<file path="config.mk">
export PLATFORM = sky130hd
export DESIGN_NAME = hynoc_local_ingress_fifo_flat
export DESIGN_NICKNAME = d
export VERILOG_FILES = /design/src/rtl/hynoc_local_ingress_fifo_if.sv /design/src/rtl/hynoc_local_ingress_fifo.sv /design/src/flat_wrapper.sv
export SDC_FILE = /design/constraint.sdc
export NUM_CORES = 1
export LEC_CHECK = 0
export CAP_MARGIN = 5
export CORE_MARGIN = 10
export CORE_UTILIZATION = 35
export DETAILED_ROUTE_END_ITERATION = 8
export SLEW_MARGIN = 5
export SYNTH_ARGS = -nofsm -noshare
export SYNTH_HDL_FRONTEND = slang
export SYNTH_SLANG_ARGS = --single-unit
</file>
<file path="constraint.sdc">
create_clock -name local_clk -period 5.5 [get_ports local_clk]
set_input_delay 0.55 -clock local_clk [delete_from_list [all_inputs] [get_ports local_clk]]
set_output_delay 0.55 -clock local_clk [all_outputs]
set_load 0.01 [all_outputs]
</file>
<file path="src/rtl/hynoc_local_ingress_fifo_if.sv">
// ---------------------------------------------------------------------------
// hynoc_local_ingress_fifo_if
// Bundles the write side (from hynoc_stream_writer) and the egress side
// (towards the router local input port) of the local ingress buffer.
//   master : the environment (stream writer + router) driving writes/ready
//   slave  : the ingress FIFO itself
// Signals:
//   local_ingress_write       write strobe
//   local_ingress_data        flit to store, MSB = end-of-packet
//   local_ingress_fifo_level  registered occupancy 0..DEPTH
//   local_ingress_overflow    sticky dropped-write flag
//   egress_valid/ready/data   first-word fall-through head flit handshake
//   egress_pkt_done           one-cycle pulse per accepted end-of-packet flit
// ---------------------------------------------------------------------------
interface hynoc_local_ingress_fifo_if #(
  parameter int LOG2_FIFO_DEPTH = 5,
  parameter int PAYLOAD_WIDTH   = 32,
  parameter int FLIT_WIDTH      = PAYLOAD_WIDTH + 1
);
  logic                    local_ingress_write;
  logic [FLIT_WIDTH-1:0]   local_ingress_data;
  logic [LOG2_FIFO_DEPTH:0] local_ingress_fifo_level;
  logic                    local_ingress_overflow;
  logic                    egress_valid;
  logic [FLIT_WIDTH-1:0]   egress_data;
  logic                    egress_ready;
  logic                    egress_pkt_done;

  modport master (
    output local_ingress_write, local_ingress_data, egress_ready,
    input  local_ingress_fifo_level, local_ingress_overflow,
           egress_valid, egress_data, egress_pkt_done
  );

  modport slave (
    input  local_ingress_write, local_ingress_data, egress_ready,
    output local_ingress_fifo_level, local_ingress_overflow,
           egress_valid, egress_data, egress_pkt_done
  );
endinterface

</file>
<file path="src/rtl/hynoc_local_ingress_fifo.sv">
// ---------------------------------------------------------------------------
// hynoc_local_ingress_fifo
// Local ingress buffer between hynoc_stream_writer and the router local
// input port. DEPTH = 2**LOG2_FIFO_DEPTH flits, first-word fall-through.
// Flit MSB marks end-of-packet.
// Ports:
//   local_clk   clock, rising edge
//   local_srst  asynchronous active-high reset
//   bus         hynoc_local_ingress_fifo_if.slave (write side + egress side)
// Optional build macro:
//   HYNOC_INGRESS_STORE_AND_FORWARD_EN - hold egress until a whole packet is
//   buffered (with a full-buffer cut-through fallback for long packets).
// ---------------------------------------------------------------------------
module hynoc_local_ingress_fifo #(
  parameter int LOG2_FIFO_DEPTH = 5,
  parameter int PAYLOAD_WIDTH   = 32,
  parameter int FLIT_WIDTH      = PAYLOAD_WIDTH + 1
) (
  input logic                     local_clk,
  input logic                     local_srst,
  hynoc_local_ingress_fifo_if.slave bus
);
  localparam int DEPTH = 1 << LOG2_FIFO_DEPTH;
  localparam int LW    = LOG2_FIFO_DEPTH + 1;
  localparam logic [LW-1:0] FULL_LVL = LW'(DEPTH);

  logic [FLIT_WIDTH-1:0]      mem_q [DEPTH];
  logic [LOG2_FIFO_DEPTH-1:0] wr_ptr_q, wr_ptr_d;
  logic [LOG2_FIFO_DEPTH-1:0] rd_ptr_q, rd_ptr_d;
  logic [LW-1:0]              level_q, level_d;
  logic                       overflow_q, overflow_d;
  logic                       pkt_done_q, pkt_done_d;

  logic                  full, valid, wr_acc, rd_acc;
  logic [FLIT_WIDTH-1:0] head;

  assign head   = mem_q[rd_ptr_q];
  assign full   = (level_q == FULL_LVL);
  // Full is judged on the registered level: a same-cycle read does not
  // make room for a write.
  assign wr_acc = bus.local_ingress_write && !full;
  assign rd_acc = valid && bus.egress_ready;

`ifdef HYNOC_INGRESS_STORE_AND_FORWARD_EN
  logic [LW-1:0] pkt_cnt_q, pkt_cnt_d;
  logic          in_pkt_q, in_pkt_d;   // a packet has started leaving
  logic          eop_wr, eop_rd;

  assign eop_wr = wr_acc && bus.local_ingress_data[FLIT_WIDTH-1];
  assign eop_rd = rd_acc && head[FLIT_WIDTH-1];

  // Full-buffer term lets packets longer than DEPTH cut through; in_pkt
  // keeps such a packet flowing once it has started.
  assign valid = (level_q != '0) && ((pkt_cnt_q != '0) || full || in_pkt_q);

  always_comb begin
    pkt_cnt_d = pkt_cnt_q;
    case ({eop_wr, eop_rd})
      2'b10:   pkt_cnt_d = pkt_cnt_q + 1'b1;
      2'b01:   pkt_cnt_d = pkt_cnt_q - 1'b1;
      default: pkt_cnt_d = pkt_cnt_q;
    endcase
    in_pkt_d = rd_acc ? !head[FLIT_WIDTH-1] : in_pkt_q;
  end

  always_ff @(posedge local_clk or posedge local_srst) begin
    if (local_srst) begin
      pkt_cnt_q <= '0;
      in_pkt_q  <= 1'b0;
    end else begin
      pkt_cnt_q <= pkt_cnt_d;
      in_pkt_q  <= in_pkt_d;
    end
  end
`else
  assign valid = (level_q != '0);
`endif

  always_comb begin
    wr_ptr_d = wr_acc ? wr_ptr_q + 1'b1 : wr_ptr_q;
    rd_ptr_d = rd_acc ? rd_ptr_q + 1'b1 : rd_ptr_q;
    level_d  = level_q;
    case ({wr_acc, rd_acc})
      2'b10:   level_d = level_q + 1'b1;
      2'b01:   level_d = level_q - 1'b1;
      default: level_d = level_q;
    endcase
    overflow_d = overflow_q || (bus.local_ingress_write && full);
    pkt_done_d = rd_acc && head[FLIT_WIDTH-1];
  end

  always_ff @(posedge local_clk or posedge local_srst) begin
    if (local_srst) begin
      wr_ptr_q   <= '0;
      rd_ptr_q   <= '0;
      level_q    <= '0;
      overflow_q <= 1'b0;
      pkt_done_q <= 1'b0;
    end else begin
      wr_ptr_q   <= wr_ptr_d;
      rd_ptr_q   <= rd_ptr_d;
      level_q    <= level_d;
      overflow_q <= overflow_d;
      pkt_done_q <= pkt_done_d;
    end
  end

  // Storage is never reset; stale contents are masked by egress_valid.
  always_ff @(posedge local_clk) begin
    if (wr_acc) mem_q[wr_ptr_q] <= bus.local_ingress_data;
  end

  assign bus.egress_valid             = valid;
  assign bus.egress_data              = head;
  assign bus.local_ingress_fifo_level = level_q;
  assign bus.local_ingress_overflow   = overflow_q;
  assign bus.egress_pkt_done          = pkt_done_q;
endmodule

</file>
<file path="src/flat_wrapper.sv">
// flat-port wrapper written by rule: the top's interface ports become plain ports
module hynoc_local_ingress_fifo_flat 
#(
  parameter int LOG2_FIFO_DEPTH = 5,
  parameter int PAYLOAD_WIDTH   = 32,
  parameter int FLIT_WIDTH      = PAYLOAD_WIDTH + 1
)
  (local_clk, local_srst, bus_local_ingress_write, bus_local_ingress_data, bus_egress_ready, bus_local_ingress_fifo_level, bus_local_ingress_overflow, bus_egress_valid, bus_egress_data, bus_egress_pkt_done);
  hynoc_local_ingress_fifo_if #(.LOG2_FIFO_DEPTH(LOG2_FIFO_DEPTH), .PAYLOAD_WIDTH(PAYLOAD_WIDTH), .FLIT_WIDTH(FLIT_WIDTH)) bus_i ();
  input logic local_clk;
  input logic local_srst;
  input wire logic [$bits(bus_i.local_ingress_write)-1:0] bus_local_ingress_write;
  input wire logic [$bits(bus_i.local_ingress_data)-1:0] bus_local_ingress_data;
  input wire logic [$bits(bus_i.egress_ready)-1:0] bus_egress_ready;
  output wire logic [$bits(bus_i.local_ingress_fifo_level)-1:0] bus_local_ingress_fifo_level;
  output wire logic [$bits(bus_i.local_ingress_overflow)-1:0] bus_local_ingress_overflow;
  output wire logic [$bits(bus_i.egress_valid)-1:0] bus_egress_valid;
  output wire logic [$bits(bus_i.egress_data)-1:0] bus_egress_data;
  output wire logic [$bits(bus_i.egress_pkt_done)-1:0] bus_egress_pkt_done;
  assign bus_i.local_ingress_write = bus_local_ingress_write;
  assign bus_i.local_ingress_data = bus_local_ingress_data;
  assign bus_i.egress_ready = bus_egress_ready;
  assign bus_local_ingress_fifo_level = bus_i.local_ingress_fifo_level;
  assign bus_local_ingress_overflow = bus_i.local_ingress_overflow;
  assign bus_egress_valid = bus_i.egress_valid;
  assign bus_egress_data = bus_i.egress_data;
  assign bus_egress_pkt_done = bus_i.egress_pkt_done;
  hynoc_local_ingress_fifo #(.LOG2_FIFO_DEPTH(LOG2_FIFO_DEPTH), .PAYLOAD_WIDTH(PAYLOAD_WIDTH), .FLIT_WIDTH(FLIT_WIDTH)) u_core (.local_clk(local_clk), .local_srst(local_srst), .bus(bus_i));
endmodule
</file>
==> impl_metrics.yaml, run 1 <==
pwr:
  p_leak_nw: 15.56
  seqPwrFrac_pct: 41.3
  p_comb_share_pct: 30.8
  switchingPower_w: 0.007767
  p_sw_share_pct: 32.01
  clock_power_share_pct: 27.9
  peakVddDrop_mv: 0.3678
  intPower_w: 0.01650
  power_per_cell_area_mw_per_mm2: 504.8
flow_run:
  cap_violations: 0
drt:
  vias_per_cell: 5.367
  postRouteAntennaNets: 0
  drt-total-wl_um: 107200
  drt_first_pass_iters: 6
  wl_per_cell_um: 27.61
  initialDrtViolationCount: 2025
  drc: 0
  vias: 20830
yosys:
  syn_inst: 2113
  synth_compound_area_share_pct: 2.568
  syn_area_mm2: 0.04176
  yosys.area_share.xor_xnor_pct: 0.2097
  yosysUniqueCellTypes: 47
  synth_top_cell_by_area: "edfxtp_1"
  yosysWarnings: 0
  synthMuxAreaShare_pct: 15.28
  avgSynthCellArea_um2: 19.76
  synth_area_leaders: "edfxtp_1, mux4_2, mux2i_1, a22oi_1, mux2_2"
  async_reset_ff_share_pct: 1.676
  synth_edf_count: 1056
  yosys.area_share.simple_pct: 3.038
  syn-num-nets: 2161
  synth_top_area_share_pct: 75.93
  synthAdderAreaFrac_pct: 0.3475
  synth_top_family_by_area: "multiplexers"
  yosysMostFrequentCell: "edfxtp_1"
  ys_ff_latch: 1074
  netlist_top_cells_count: "edfxtp_1, mux2i_1, mux4_2, nand2_1, a22oi_1"
  ys_seq_area_share_pct: 77.01
  synth_flop_cell: "edfxtp_1"
clock_network:
  clock_latency_ns: 0.68
  postCtsSetupRepairBufs: 0
  clock_sinks: 1074
  htree_levels: 3
  cts-root-buf: "clkbuf_16"
  path_clk_slew_ns: 0.07
  clock_path_buffers: 3
  cts_inserted_buffers: 106
  holdBufCountCts: 0
  cts_repair_resize_count: 0
  cts_tree: "yes"
worst_setup_path:
  cp_slowest_cell: "dfrtp_4"
  critPathRequiredTime_ns: 4.95
  rrSetupSlack_ns: 2.16
  worst_setup_path_start_kind: "flop"
  path_delay_family: "buffers and inverters"
  critPathKind: "flop to primary output"
  reg2reg_from: "u_core.bus.local_ingress_fifo_level[0]"
  r2r_end: "u_core.mem_q[13][10]"
  crit_chain: "nor2b_4 > buf_4 > a22oi_1 > nand3_1 > nand4_1 > clkdlybuf4s50_1"
  worstSetupStartpoint: "u_core.rd_ptr_q[0]"
  crit_cells: 6
  cp_max_fo: 46
  crit_buf_inv: 2
  max_stage_delay_ns: 1.09
  cp.arrival_ns: 4.23
  worst_setup_path_end_kind: "primary output"
  endpoint: "bus_egress_data[31]"
  r2r_cells: 5
sta:
  fin_setup_tns_ns: 0
  tightestPinTransition_ns: 1.261
  fin_skew_ns: 0.02706
  slew_headroom_pct: 15.68
  post-route-period-util_pct: 86.98
  hold_viol: 0
  slew_viol_final: 0
  setup_viol: 0
  period_needed_ns: 4.784
  rsz0062_at_grt: "no"
  fmax_mhz: 209.0
die:
  dieArea_mm2: 0.1335
  fp-row-count: 126
  io_pins: 79
  start_util_pct: 35.32
  die_w_um: 365.4
  core_mm2: 0.1182
  die_h_um: 365.4
global_routing:
  antenna_found_initial: 6
  grt_pass1_vias: 21360
  grt_max_degree: 53
  overflow: 0
  grt_pass1_wl_um: 153600
  grt_usage_pct: 15.81
finish:
  fillers: 10300
  drive_gt1_share_pct: 19.74
  stdcell_count: 3882
  area_delta_synth_final_pct: 15.11
  final_nets: 2304
placement:
  place.gp.congestion: 0.7645
  post-place-cells: 3684
  hpwl_um: 60720
  portBuffers: 78
hold_path:
  hp-class: "primary input to asynchronous set/reset pin"
run_status:
  outcome: "complete, no violations"
layer usage:
metal	global-route usage, %	vias to the layer above	wire length (um)
met2	26.18	773	52300
met3	2.800	171	7210
li1	-	8879	-
met1	21.11	11000	44730
met5	0	-	46
met4	4.952	8	2879
area by class of cell:
class	count	area (um^2)	area share, %
Antenna cell	1	2.502	0.005205
Clock buffer	129	2739	5.697
Clock inverter	68	479.2	0.9969
Inverter	9	33.78	0.07027
Multi-Input combinational cell	914	9258	19.26
Sequential cell	1074	32170	66.92
Tap cell	1536	1922	3.998
Timing Repair Buffer	151	1466	3.050
state kept, by name (all words and copies together), names as in the netlist:
signal                               cells
u_core.rd_ptr_q                          5
u_core.bus.local_ingress_fifo_level      6
u_core.bus.egress_pkt_done               1
u_core.wr_ptr_q                          5
u_core.bus.local_ingress_overflow        1
u_core.mem_q                          1056
kinds of logic after synthesis:
kind of cell | count (synthesis)
AO/OA/AOI/OAI | 155
XOR/XNOR | 10
adder cells (fa/ha/maj) | 11
buffers and inverters | 125
flip-flops | 1074
multiplexers | 467
AND/OR/NAND/NOR | 271
layout by cell type (no fill, tap or decap), types with 11 or more instances in the layout:
cell / instances
a21oi_1: 33
a22oi_1: 100
buf_12: 11
buf_4: 62
clkbuf_1: 23
clkbuf_16: 106
clkdlybuf4s50_1: 78
clkinv_1: 29
clkinv_2: 24
dfrtp_1: 15
edfxtp_1: 1056
mux2_2: 64
mux2i_1: 272
mux4_2: 130
nand2_1: 112
nand3_1: 65
nand4_1: 35
nor2_4: 33
metrics by stage:
step | hold slack (ns) | worst slack [ns] | utilization [%] | total power (W) | instance area [um^2]
floorplan | 0.4886 | 2.479 | - | 0.01470 | 41760
global placement | 0.4541 | 1.384 | 37.93 | 0.01766 | 44850
detailed placement | 0.4631 | 1.362 | 37.93 | 0.01775 | 44850
CTS | 0.3904 | 0.6222 | 40.66 | 0.02451 | 48070
global route | 0.4431 | 0.4600 | 40.66 | 0.02525 | 48070
finish | 0.4185 | 0.7162 | 40.66 | 0.02427 | 48070
worst min-delay path by stage:
stage | cells past startpoint | slack (ns) | to
2_1_floorplan | 1 | 0.49 | u_core.bus.egress_pkt_done
3_3_place_gp | 1 | 0.45 | u_core.bus.local_ingress_overflow
3_5_place_dp | 1 | 0.46 | u_core.bus.local_ingress_overflow
4_1_cts | 2 | 0.39 | u_core.rd_ptr_q[2]
5_1_grt | 2 | 0.44 | u_core.bus.egress_pkt_done
6_report | 2 | 0.42 | u_core.rd_ptr_q[2]
power groups by stage:
stage,combinational [W],sequential (W),clock (W)
3_3_place_gp,0.00750,0.0102,0
6_report,0.00748,0.0100,0.00676
5_1_grt,0.00795,0.0101,0.00722
4_1_cts,0.00759,0.0100,0.00689
3_5_place_dp,0.00755,0.0102,0
2_1_floorplan,0.00486,0.00984,0
No activity file was read; power rests on OpenSTA's default activity.
==> inputs of run 2 (changes only) <==
--- a/config.mk
+++ b/config.mk
@@ -5,10 +5,12 @@
 export SDC_FILE = /design/constraint.sdc
 export NUM_CORES = 1
 export LEC_CHECK = 0
+export ABC_AREA = 1
 export CAP_MARGIN = 5
 export CORE_MARGIN = 10
 export CORE_UTILIZATION = 35
 export DETAILED_ROUTE_END_ITERATION = 8
+export HOLD_SLACK_MARGIN = 0.06
 export SLEW_MARGIN = 5
 export SYNTH_ARGS = -nofsm -noshare
 export SYNTH_HDL_FRONTEND = slang
==> impl_metrics.yaml, run 2 <==
pwr:
  p_leak_nw: 16.99
  p_sw_share_pct: 36.64
  p_comb_share_pct: 33.4
  peakVddDrop_mv: 0.4688
  seqPwrFrac_pct: 39.1
  power_per_cell_area_mw_per_mm2: 505.9
  intPower_w: 0.01584
  clock_power_share_pct: 27.5
  switchingPower_w: 0.009161
finish:
  fin_area_mm2: 0.04941
  top_register: "u_core.mem_q"
  final_nets: 3753
  layout_commonest_cell: "edfxtp_1"
  drive_gt1_share_pct: 7.254
  diodes: 0
  largest_reg_flops: 1056
  mostFrequentLayoutCells: "edfxtp_1, nor2_1, nand2_1"
  area_delta_synth_final_pct: 13.85
yosys:
  syn_inst: 3650
  synth_edf_count: 1056
  avgSynthCellArea_um2: 11.89
  syn_area_mm2: 0.04340
  yosysWarnings: 0
  yosysMostFrequentCell: "edfxtp_1"
  synth_top_area_share_pct: 73.06
  yosysUniqueCellTypes: 27
  synth_flop_cell: "edfxtp_1"
  synth_area_leaders: "edfxtp_1, nor2_1, nand2_1, nand3_1, o21ai_0"
  netlist_top_cells_count: "edfxtp_1, nor2_1, nand2_1, nand3_1, o21ai_0"
  ys_seq_area_share_pct: 74.10
  ys_ff_latch: 1074
  async_reset_ff_share_pct: 1.676
  syn-num-nets: 3698
  synth_top_cell_by_area: "edfxtp_1"
drt:
  drc: 0
  vias: 28110
  drt-total-wl_um: 120600
  wl_per_cell_um: 22.21
  drt_first_pass_iters: 5
  postRouteAntennaNets: 0
  vias_per_cell: 5.178
  initialDrtViolationCount: 3017
clock_network:
  cts_tree: "yes"
  clock_sinks: 1074
  htree_levels: 3
  clock_path_buffers: 3
  cts_inserted_buffers: 106
  cts-root-buf: "clkbuf_16"
  postCtsSetupRepairBufs: 0
  path_clk_slew_ns: 0.06
  cts_repair_resize_count: 0
  clock_latency_ns: 0.70
  holdBufCountCts: 0
sta:
  post-route-period-util_pct: 86.86
  fin_skew_ns: 0.04393
  slew_viol_final: 0
  period_needed_ns: 4.777
  fin_setup_tns_ns: 0
  slew_headroom_pct: 19.88
  tightestPinTransition_ns: 1.198
  fmax_mhz: 209.3
  hold_viol: 0
  rsz0062_at_grt: "no"
  setup_viol: 0
die:
  fp-row-count: 129
  core_mm2: 0.1235
  start_util_pct: 35.15
  io_pins: 79
  die_h_um: 372.1
  die_w_um: 372.1
  dieArea_mm2: 0.1385
worst_setup_path:
  rrSetupSlack_ns: 2.41
  reg2reg_from: "u_core.bus.local_ingress_fifo_level[1]"
  critPathRequiredTime_ns: 4.95
  worst_setup_path_start_kind: "flop"
  critPathKind: "flop to primary output"
  cp_max_fo: 168
  cp.arrival_ns: 4.23
  r2r_cells: 13
  r2r_end: "u_core.bus.local_ingress_fifo_level[4]"
  worst_setup_path_end_kind: "primary output"
placement:
  portBuffers: 78
  place.gp.congestion: 0.7700
  hpwl_um: 61570
  place_area_mm2: 0.04615
flow_run:
  cap_violations: 0
global_routing:
  grt_max_degree: 197
  antenna_found_initial: 6
  grt_pass1_vias: 26390
  overflow: 0
  grt_usage_pct: 16.99
  grt_pass1_wl_um: 177900
run_status:
  outcome: "complete, no violations"
hold_path:
  hp-class: "primary input to asynchronous set/reset pin"
## run 2: worst max-delay path by stage
stage / from / end / slack, ns / depth (start not counted)
finish: u_core.rd_ptr_q[0] / bus_egress_data[2] / 0.72 / 10
global route: u_core.rd_ptr_q[0] / bus_egress_data[2] / 0.52 / 10
CTS: u_core.rd_ptr_q[0] / bus_egress_data[12] / 0.71 / 9
detailed placement: u_core.rd_ptr_q[0] / bus_egress_data[12] / 1.47 / 9
global placement: u_core.rd_ptr_q[0] / bus_egress_data[24] / 1.50 / 11
floorplan: u_core.bus.local_ingress_fifo_level[0] / u_core.mem_q[10][0] / 1.67 / 6
## run 2: critical path, stage by stage (launching register included)
cell and delay, ns:
dfrtp_4 0.73, inv_8 0.81, buf_4 0.52, buf_4 0.21, o21ai_0 0.08, nand3_1 0.08
nand3_1 0.07, nand2_1 0.10, nand2_1 0.12, inv_1 0.09, clkdlybuf4s50_1 0.53
## run 2: area by class of cell
class | instances | area [um^2]
Sequential cell | 1074 | 32170
Multi-Input combinational cell | 2275 | 10020
Clock buffer | 139 | 2776
Clock inverter | 55 | 479.2
Timing Repair Buffer | 172 | 1615
Tap cell | 1637 | 2048
Inverter | 76 | 304.0
Fill cell | 11560 | 74060
## run 2: per-layer routing
| layer | global-route usage (%) | vias to the layer above | wire length (um) |
|---|---|---|---|
| met5 | 0 | - | 57 |
| met4 | 5.362 | 8 | 3256 |
| met3 | 2.332 | 198 | 8242 |
| met2 | 27.39 | 1040 | 56900 |
| met1 | 23.66 | 13960 | 52120 |
| li1 | - | 12900 | - |
## run 2: power by group through the flow
stage | clock [W] | sequential, W | combinational (W)
after global routing | 0.00733 | 0.00981 | 0.00931
after CTS | 0.00701 | 0.00977 | 0.00844
after detailed placement | 0 | 0.00995 | 0.00842
final | 0.00688 | 0.00978 | 0.00834
after global placement | 0 | 0.00993 | 0.00836
after floorplan | 0 | 0.00975 | 0.00549
## run 2: cells by family after synthesis
| family | synth area share (%) |
|---|---|
| buffers and inverters | 3.211 |
| adders and majority gates | 0.3344 |
| AOI/OAI and AO/OA | 5.379 |
| and+or+nand+nor | 16.81 |
| xor gates and xnor gates | 0.1614 |
| DFF | 74.10 |
## run 2: metrics by stage
step	std cells	hold slack (ns)	util [%]	worst slack, ns	power [W]
after detailed placement	5233	0.4653	37.37	1.472	0.01836
after floorplan	3650	0.4886	-	1.674	0.01524
after global placement	5233	0.4599	37.37	1.497	0.01829
after CTS	5427	0.3364	40.01	0.7101	0.02523
after global routing	5428	0.3868	40.02	0.5154	0.02645
final	5428	0.3420	40.02	0.7226	0.02500
